<file path="config.mk">
export PLATFORM = sky130hd
export DESIGN_NAME = vx_pending_bank
export DESIGN_NICKNAME = d
export VERILOG_FILES = /design/src/rtl/vx_pending_bank_pkg.sv /design/src/rtl/vx_pending_bank_chan.sv /design/src/rtl/vx_pending_bank.sv
export SDC_FILE = /design/constraint.sdc
export NUM_CORES = 1
export LEC_CHECK = 0
export ABC_AREA = 1
export CAP_MARGIN = 40
export CORE_UTILIZATION = 58
export CTS_BUF_LIST = sky130_fd_sc_hd__clkbuf_4 sky130_fd_sc_hd__clkbuf_8
export DETAILED_ROUTE_END_ITERATION = 10
export GPL_TIMING_DRIVEN = 1
export MAX_ROUTING_LAYER = met4
export PLACE_DENSITY = 0.86
export REMOVE_ABC_BUFFERS = 1
export SLEW_MARGIN = 0
export SYNTH_ARGS = -nofsm -noshare
export SYNTH_HDL_FRONTEND = slang
export SYNTH_HIERARCHICAL = 1
export SYNTH_SLANG_ARGS = --single-unit
export TNS_END_PERCENT = 100
</file>
<file path="constraint.sdc">
create_clock -name clk -period 5.6 [get_ports clk]
set_input_delay 1.12 -clock clk [delete_from_list [all_inputs] [get_ports clk]]
set_output_delay 1.12 -clock clk [all_outputs]
set_load 0.05 [all_outputs]
</file>
<file path="src/rtl/vx_pending_bank_pkg.sv">
// Shared types for the pending-request bank: drain FSM states and saturation result.
package vx_pending_bank_pkg;

  // Drain (fence) handshake states
  typedef enum logic [1:0] {
    ST_IDLE  = 2'd0,
    ST_DRAIN = 2'd1,
    ST_DONE  = 2'd2
  } drain_state_e;

  // Outcome of one counter update before it is committed
  typedef enum logic [1:0] {
    SAT_NONE = 2'd0,
    SAT_OVF  = 2'd1,
    SAT_UDF  = 2'd2
  } sat_e;

endpackage

</file>
<file path="src/rtl/vx_pending_bank_chan.sv">
// One saturating outstanding-request counter with flags, clear and sticky error bits.
module vx_pending_bank_chan
  import vx_pending_bank_pkg::*;
#(
  parameter int unsigned SIZE      = 16,
  parameter int unsigned INCRW     = 2,
  parameter int unsigned DECRW     = 2,
  parameter int unsigned ALM_FULL  = SIZE - 1,
  parameter int unsigned ALM_EMPTY = 1,
  parameter int unsigned SIZEW     = $clog2(SIZE + 1)
) (
  input  logic             clk,
  input  logic             reset,
  input  logic [INCRW-1:0] incr_i,
  input  logic [DECRW-1:0] decr_i,
  input  logic             clear_i,
  output logic [SIZEW-1:0] size_o,
  output logic             empty_o,
  output logic             alm_empty_o,
  output logic             full_o,
  output logic             alm_full_o,
  output logic             err_ovf_o,
  output logic             err_udf_o,
  output logic             empty_nxt_c,
  output logic             full_nxt_c
);

  // Two extra bits hold both the positive excess and the sign of the net update
  localparam int unsigned NW = SIZEW + 2;

  logic signed [NW-1:0] sum_s;
  sat_e                 sat;
  logic [SIZEW-1:0]     size_d, size_q;
  logic                 ovf_d, ovf_q, udf_d, udf_q;
  logic                 empty_q, alm_empty_q, full_q, alm_full_q;

  // Net the update, saturate, apply clear priority
  always_comb begin
    sum_s  = $signed(NW'(size_q)) + $signed(NW'(incr_i)) - $signed(NW'(decr_i));
    sat    = SAT_NONE;
    size_d = SIZEW'(sum_s);
    ovf_d  = ovf_q;
    udf_d  = udf_q;
    if (sum_s > $signed(NW'(SIZE))) begin
      sat    = SAT_OVF;
      size_d = SIZEW'(SIZE);
    end else if (sum_s < $signed(NW'(0))) begin
      sat    = SAT_UDF;
      size_d = '0;
    end
    if (sat == SAT_OVF) ovf_d = 1'b1;
    if (sat == SAT_UDF) udf_d = 1'b1;
    if (clear_i) begin
      size_d = '0;
      ovf_d  = 1'b0;
      udf_d  = 1'b0;
    end
  end

  assign empty_nxt_c = (size_d == '0);
  assign full_nxt_c  = (size_d == SIZEW'(SIZE));

  // Count, flags and error bits, all derived from the next value
  always_ff @(posedge clk or posedge reset) begin
    if (reset) begin
      size_q      <= '0;
      ovf_q       <= 1'b0;
      udf_q       <= 1'b0;
      empty_q     <= 1'b1;
      alm_empty_q <= 1'b1;
      full_q      <= 1'b0;
      alm_full_q  <= 1'b0;
    end else begin
      size_q      <= size_d;
      ovf_q       <= ovf_d;
      udf_q       <= udf_d;
      empty_q     <= empty_nxt_c;
      alm_empty_q <= (size_d <= SIZEW'(ALM_EMPTY));
      full_q      <= full_nxt_c;
      alm_full_q  <= (size_d >= SIZEW'(ALM_FULL));
    end
  end

  assign size_o      = size_q;
  assign empty_o     = empty_q;
  assign alm_empty_o = alm_empty_q;
  assign full_o      = full_q;
  assign alm_full_o  = alm_full_q;
  assign err_ovf_o   = ovf_q;
  assign err_udf_o   = udf_q;

endmodule

</file>
<file path="src/rtl/vx_pending_bank.sv">
// Bank of outstanding-request counters with aggregate flags and a drain (fence) handshake.
module vx_pending_bank
  import vx_pending_bank_pkg::*;
#(
  parameter int unsigned NUM_CHANNELS = 4,
  parameter int unsigned SIZE         = 16,
  parameter int unsigned INCRW        = 2,
  parameter int unsigned DECRW        = 2,
  parameter int unsigned ALM_FULL     = SIZE - 1,
  parameter int unsigned ALM_EMPTY    = 1,
  parameter int unsigned SIZEW        = $clog2(SIZE + 1)
) (
  input  logic                            clk,
  input  logic                            reset,
  input  logic [NUM_CHANNELS*INCRW-1:0]   incr,
  input  logic [NUM_CHANNELS*DECRW-1:0]   decr,
  input  logic [NUM_CHANNELS-1:0]         clear,
  input  logic                            drain_valid,
  output logic                            drain_ready,
  output logic                            incr_stall,
  output logic [NUM_CHANNELS*SIZEW-1:0]   size,
  output logic [NUM_CHANNELS-1:0]         empty,
  output logic [NUM_CHANNELS-1:0]         alm_empty,
  output logic [NUM_CHANNELS-1:0]         full,
  output logic [NUM_CHANNELS-1:0]         alm_full,
  output logic                            all_empty,
  output logic                            any_full,
  output logic [NUM_CHANNELS-1:0]         err_ovf,
  output logic [NUM_CHANNELS-1:0]         err_udf
);

  logic [NUM_CHANNELS-1:0] empty_nxt, full_nxt;
  logic                    all_empty_q, any_full_q;
  logic                    drain_ready_q, incr_stall_q;
  drain_state_e            state_d, state_q;

  // Independent per-channel counters
  for (genvar g = 0; g < NUM_CHANNELS; g++) begin : g_chan
    vx_pending_bank_chan #(
      .SIZE      (SIZE),
      .INCRW     (INCRW),
      .DECRW     (DECRW),
      .ALM_FULL  (ALM_FULL),
      .ALM_EMPTY (ALM_EMPTY),
      .SIZEW     (SIZEW)
    ) u_chan (
      .clk         (clk),
      .reset       (reset),
      .incr_i      (incr[g*INCRW +: INCRW]),
      .decr_i      (decr[g*DECRW +: DECRW]),
      .clear_i     (clear[g]),
      .size_o      (size[g*SIZEW +: SIZEW]),
      .empty_o     (empty[g]),
      .alm_empty_o (alm_empty[g]),
      .full_o      (full[g]),
      .alm_full_o  (alm_full[g]),
      .err_ovf_o   (err_ovf[g]),
      .err_udf_o   (err_udf[g]),
      .empty_nxt_c (empty_nxt[g]),
      .full_nxt_c  (full_nxt[g])
    );
  end

  // Drain FSM next state; abort whenever the requester withdraws
  always_comb begin
    state_d = state_q;
    case (state_q)
      ST_IDLE:  if (drain_valid) state_d = ST_DRAIN;
      ST_DRAIN: begin
        if (!drain_valid)     state_d = ST_IDLE;
        else if (all_empty_q) state_d = ST_DONE;
      end
      ST_DONE:  state_d = ST_IDLE;  // handshake completes or aborts here either way
      default:  state_d = ST_IDLE;
    endcase
  end

  // State, aggregates and handshake outputs
  always_ff @(posedge clk or posedge reset) begin
    if (reset) begin
      state_q       <= ST_IDLE;
      all_empty_q   <= 1'b1;
      any_full_q    <= 1'b0;
      drain_ready_q <= 1'b0;
      incr_stall_q  <= 1'b0;
    end else begin
      state_q       <= state_d;
      all_empty_q   <= &empty_nxt;
      any_full_q    <= |full_nxt;
      drain_ready_q <= (state_d == ST_DONE);
      incr_stall_q  <= (state_d != ST_IDLE);
    end
  end

  assign all_empty   = all_empty_q;
  assign any_full    = any_full_q;
  assign drain_ready = drain_ready_q;
  assign incr_stall  = incr_stall_q;

endmodule

</file>
After elaboration in Yosys (flattened, before gate mapping)
Cells that the tools add are included.
{"block": "classes", "n_addsub": 8, "magnitude_cmp": 16, "n_eq_ne": 14, "n_mux": 40, "n_reduce_logical": 16}
{"operator": "$mux 5", "n": 12}
{"operator": "$gt 7x6->1 const B", "n": 4}
{"operator": "$lt 7x1->1 const B", "n": 4}
{"operator": "$sub 7x3->7", "n": 4}
{"operator": "$add 5x2->6", "n": 4}
{"operator": "$mux 2", "n": 11}
{"operator": "$eq 5x5->1 const B", "n": 4}
{"operator": "$ge 5x4->1 const B", "n": 4}
{"operator": "$le 5x1->1 const B", "n": 4}
{"operator": "$logic_not 5->1", "n": 4}
{"operator": "$reduce_bool 2->1", "n": 9}
{"operator": "$mux 1", "n": 16}
{"operator": "$eq 2x1->1 const B", "n": 5}
{"operator": "$eq 2x2->1 const B", "n": 5}
{"operator": "$pmux 2 s2", "n": 1}
{"operator": "$reduce_and 4->1", "n": 1}
{"operator": "$reduce_or 4->1", "n": 1}
{"operator": "$logic_not 2->1", "n": 1}
{"block": "word_totals", "reg_bits": 50, "out_inout_bits": 48}

Longest topological paths before layout
{"block": "logic_depth", "word_depth": 8, "mapped_depth": 17, "depth_no_buf": 17}

Cells and area by module
The synthesis kept the hierarchy.
{"module": "vx_pending_bank_chan (g_chan[0].u_chan ...)", "n_inst": 2, "cells_per_inst": 99, "area_each_um2": 822.0, "seq_area_each_um2": 277.8}
{"module": "vx_pending_bank_chan (g_chan[3].u_chan)", "n_inst": 1, "cells_per_inst": 99, "area_each_um2": 803.3, "seq_area_each_um2": 277.8}
{"module": "vx_pending_bank_chan (g_chan[2].u_chan)", "n_inst": 1, "cells_per_inst": 99, "area_each_um2": 764.5, "seq_area_each_um2": 277.8}
{"module": "vx_pending_bank", "n_inst": 1, "cells_per_inst": 21, "area_each_um2": 210.2, "seq_area_each_um2": 151.4}

Worst setup path before layout
OpenSTA, ideal clock, no wires.
{"block": "synth_timing", "path_kind": "input -> register", "startpoint": "input port incr[1]", "endpoint": "register all_empty_q, in the netlist all_empty", "arrival_ps": 3109, "path_slack_ps": 2424, "path_stages": 13, "path_buffers": 0, "path_cell_list": "inv_1 fa_1 fa_1 nand3b_1 nand3_2 nand2_2 a21oi_2 nor2_4 o21ai_0 nand2_1 nor2_1 nand2_1 nor2_1"}
{"block": "synth_between", "elab_chain_len": 8, "word_cells_on_any_way": 9, "cone_classes": "add/sub: 2; order compare: 2; mux: 3; reduce/logical: 2"}
{"item": "from (decl)", "line_no": "vx_pending_bank.sv:15", "text": "input logic [NUM_CHANNELS*INCRW-1:0] incr,"}
{"item": "$add 5x2->6 *", "line_no": "vx_pending_bank_chan.sv:39", "text": "sum_s = $signed(NW'(size_q)) + $signed(NW'(incr_i)) - $signed(NW'(decr_i));"}
{"item": "$sub 7x3->7 *", "line_no": "vx_pending_bank_chan.sv:39"}
{"item": "$lt 7x1->1", "line_no": "vx_pending_bank_chan.sv:47", "text": "end else if (sum_s < $signed(NW'(0))) begin"}
{"item": "$mux 5", "line_no": "vx_pending_bank_chan.sv:47"}
{"item": "$mux 5 *", "line_no": "vx_pending_bank_chan.sv:44", "text": "if (sum_s > $signed(NW'(SIZE))) begin"}
{"item": "$mux 5 *", "line_no": "vx_pending_bank_chan.sv:53", "text": "if (clear_i) begin"}
{"item": "$logic_not 5->1 *", "line_no": "vx_pending_bank_chan.sv:60", "text": "assign empty_nxt_c = (size_d == '0);"}
{"item": "via empty_nxt[0]", "line_no": "vx_pending_bank.sv:32", "text": "logic [NUM_CHANNELS-1:0] empty_nxt, full_nxt;"}
{"item": "$reduce_and 4->1 *", "line_no": "vx_pending_bank.sv:88", "text": "all_empty_q <= &empty_nxt;"}
{"item": "to (signal assigned)", "line_no": "vx_pending_bank.sv:88"}
{"item": "to (decl)", "line_no": "vx_pending_bank.sv:33", "text": "logic all_empty_q, any_full_q;"}
The timed path passes the listed nets; every way through them passes the cells marked *.
A chain may end at the register's enable or synchronous reset.

Worst setup path after layout
{"block": "layout_timing", "startpoint": "input port incr[5]", "endpoint": "register all_empty_q, in the netlist all_empty"}
The elaborated chain is that of the path after synthesis.

==> impl_metrics.env <==
export IMPL_dieArea_um2=6210
export IMPL_cts_max_level=2
export IMPL_place_area_um2=4210
export IMPL_cts_hold_buf=0
export IMPL_detail_route_antenna_nets=0
export IMPL_clock_sinks=50
export IMPL_power_leakage_nw=2.30
export IMPL_cts_tree="yes"
export IMPL_hp_start="g_chan[2].u_chan/err_ovf_o"
export IMPL_drc=0
export IMPL_dieHeight_um=78.8
export IMPL_io_pins=71
export IMPL_num_rows=27
export IMPL_multi_input_area_um2=1720
export IMPL_path_max_fanout=6
export IMPL_cts_setup_buffers=0
export IMPL_cap_viol_max_count=0
export IMPL_grt_ovfl_total=0
export IMPL_final_common_cell="inv_1"
export IMPL_final_cell_mix="107 x inv_1, 70 x clkdlybuf4s50_1, 54 x nand2_1"
export IMPL_min_path_cells=2
export IMPL_yosysWarningCount=6
export IMPL_critPathMostFrequentCell="nand2_1"
export IMPL_antenna_found_initial=0
export IMPL_synth_flop_cell="dfrtp_1"
export IMPL_cp_slowest_stage_delay_ns=0.52
export IMPL_port_buffer_count=70
export IMPL_via_per_inst=4.85
export IMPL_clk_latency_ns=0.30
export IMPL_synth_area_um2=3420
export IMPL_worstPathCellList="clkdlybuf4s50_1 > inv_1 > fa_1 > fa_1 > nand3b_1 > nand3_1 > nand2_1 > nor2_2 > nor2_4 > o21ai_0 > nand2_1 > nor2_1 > nand2_1 > nor2_1"
export IMPL_crit_path_end_kind="flop"
export IMPL_firstDrtPassIters=4
export IMPL_worstHoldPathType="reg2reg"
export IMPL_rsz0062_at_grt="no"
export IMPL_hpwl_mm=5.57
export IMPL_diodes=0
export IMPL_period_share=0.637
export IMPL_synth_edff_count=0
export IMPL_die_w_um=78.8
export IMPL_seq_area_um2=1260
export IMPL_timing_rr_start="g_chan[2].u_chan/size_o[0]"
export IMPL_setup_viol=0
export IMPL_p_per_area_nw_per_um2=630
export IMPL_cts_buffer_depth=2
export IMPL_seq_area_frac_synth=0.369
export IMPL_fmax_mhz=280
export IMPL_routed_wirelength_mm=6.76
export IMPL_place_ws_ns=1.75
export IMPL_whs_endpoint="g_chan[2].u_chan/err_ovf_o"
export IMPL_reg2reg_slack_ns=2.97
export IMPL_worst_setup_path_start_kind="input pin"
export IMPL_syn_area_per_cell_um2=8.21
export IMPL_async_flop_share=1.00
export IMPL_grt_use_total=0.246
export IMPL_start_util=0.610
export IMPL_worstMarginPinSlew_ns=0.534
export IMPL_final_hold_viol_count=0
export IMPL_gp_congestion=0.900
export IMPL_wl_per_cell_um=11.9
export IMPL_ys_seq_elements=50
export IMPL_tns_ns=0
export IMPL_core_area_um2=5610
export IMPL_stdcell_area_um2=4330
export IMPL_route_vias_total=2749
export IMPL_grt_pass1_vias=2789
export IMPL_drt_iter0_drc=174
export IMPL_ctsResizeCount=0
export IMPL_layout_drive_gt1_share=0.190
export IMPL_worst_ep_arrival_time_ns=3.81
export IMPL_clkTransAtPathRegs_ns=0.09
export IMPL_finalClockSkew_ns=0.00676
export IMPL_path_class="in2reg"
export IMPL_syn_to_final_growth_pct=26.4
export IMPL_slew_violations=0
export IMPL_vdd_ir_drop_max_uv=436
export IMPL_period_minus_slack_ns=3.57
export IMPL_crit_buf_inv=2
export IMPL_fill_cells=404
export IMPL_ys_types=25
export IMPL_timing_rr_end="all_empty"
export IMPL_nets=553
export IMPL_relSlewSlack=0.643
export IMPL_cts_buffers=5
export IMPL_synthCells=417
export IMPL_timing_final_ws_setup_ns=2.03
export IMPL_timing_hold_ws_ns=0.493
export IMPL_cp_required_ns=5.84
export IMPL_grt_max_degree=17
export IMPL_crit_family="simple AND/OR/NAND/NOR gates"
export IMPL_crit_slowest_cell="fa_1"
export IMPL_grt_pass1_wl_mm=11.8
export IMPL_status="completed"
export IMPL_clockRootBuffer="clkbuf_8"
export IMPL_rr_worst_depth=16
-- power breakdown --
part           switching, mW  internal, mW  total (mW)  leakage (nW)
combinational           1.26         0.632        1.89          1.62
clock                  0.120         0.133       0.253        0.0504
sequential            0.0702         0.514       0.584         0.626
-- synthesized netlist by cell type (7+ instances only) --
library cell,instances,area [um2]
ha_1,28,350
nor2_1,36,135
dfstp_2,9,236
dfrtp_1,41,1030
inv_2,10,37.5
nand3_2,8,80.1
nor2_2,7,43.8
nand2_1,54,203
inv_1,107,402
nand2_2,22,138
a21oi_1,11,55.1
nand3_1,24,120
a21oi_2,11,96.3
fa_1,8,160
-- metal layers --
metal	share of wire	track usage
met1	0.43	0.288
met2	0.51	0.434
met3	0.049	0.0563
met4	0.0092	0.0527
met5	0	-
-- worst reg2reg max path, delay by kind of cell, from the launching register on --
kind / cells / cell delay, ns
flops: 1 / 0.39
buf+inv: 3 / 0.19
fa+ha+maj: 3 / 0.81
compound gates: 1 / 0.08
simple gates: 9 / 1.11
-- area by class of cell --
type | count | share of cell area
clock buffers | 5 | 0.0159
clock inverters | 3 | 0.0104
inverters | 117 | 0.102
multi-input cells | 250 | 0.398
flip-flops and latches | 50 | 0.292
well taps | 72 | 0.0208
repair buffers | 70 | 0.162
-- metrics by stage --
step	cells	total power, mW	util
2_1_floorplan	417	2.00	-
4_1_cts	567	2.74	0.772
6_report	567	2.72	0.772
3_3_place_gp	559	2.42	0.751
3_5_place_dp	559	2.47	0.751
5_1_grt	567	2.94	0.772
-- worst max path at each step --
stage / cells after the start / to / slack, ns / from
2_1_floorplan: 13 / all_empty / 2.42 / incr[1]
3_3_place_gp: 14 / all_empty / 1.79 / incr[5]
3_5_place_dp: 14 / all_empty / 1.75 / incr[1]
4_1_cts: 13 / all_empty / 2.06 / incr[1]
5_1_grt: 14 / all_empty / 1.88 / incr[5]
6_report: 14 / all_empty / 2.03 / incr[5]
-- cells by family after synthesis --
kind of cell,count (synthesis),synth area share
AOI/OAI and AO/OA,40,0.0837
xor gates and xnor gates,4,0.0102
adders and majority gates,36,0.149
buffers and inverters,117,0.128
DFF,50,0.369
and+or+nand+nor,170,0.260
-- flip-flops by register name (all words and copies together) (netlist names) --
signal	cells
any_full	1
state_q	2
g_chan.u_chan/err_udf_o	4
g_chan.u_chan/alm_full_o	4
g_chan.u_chan/size_o	20
g_chan.u_chan/alm_empty_o	4
g_chan.u_chan/full_o	4
all_empty	1
incr_stall	1
g_chan.u_chan/empty_o	4
drain_ready	1
g_chan.u_chan/err_ovf_o	4
(Power assumes the default switching activity.)
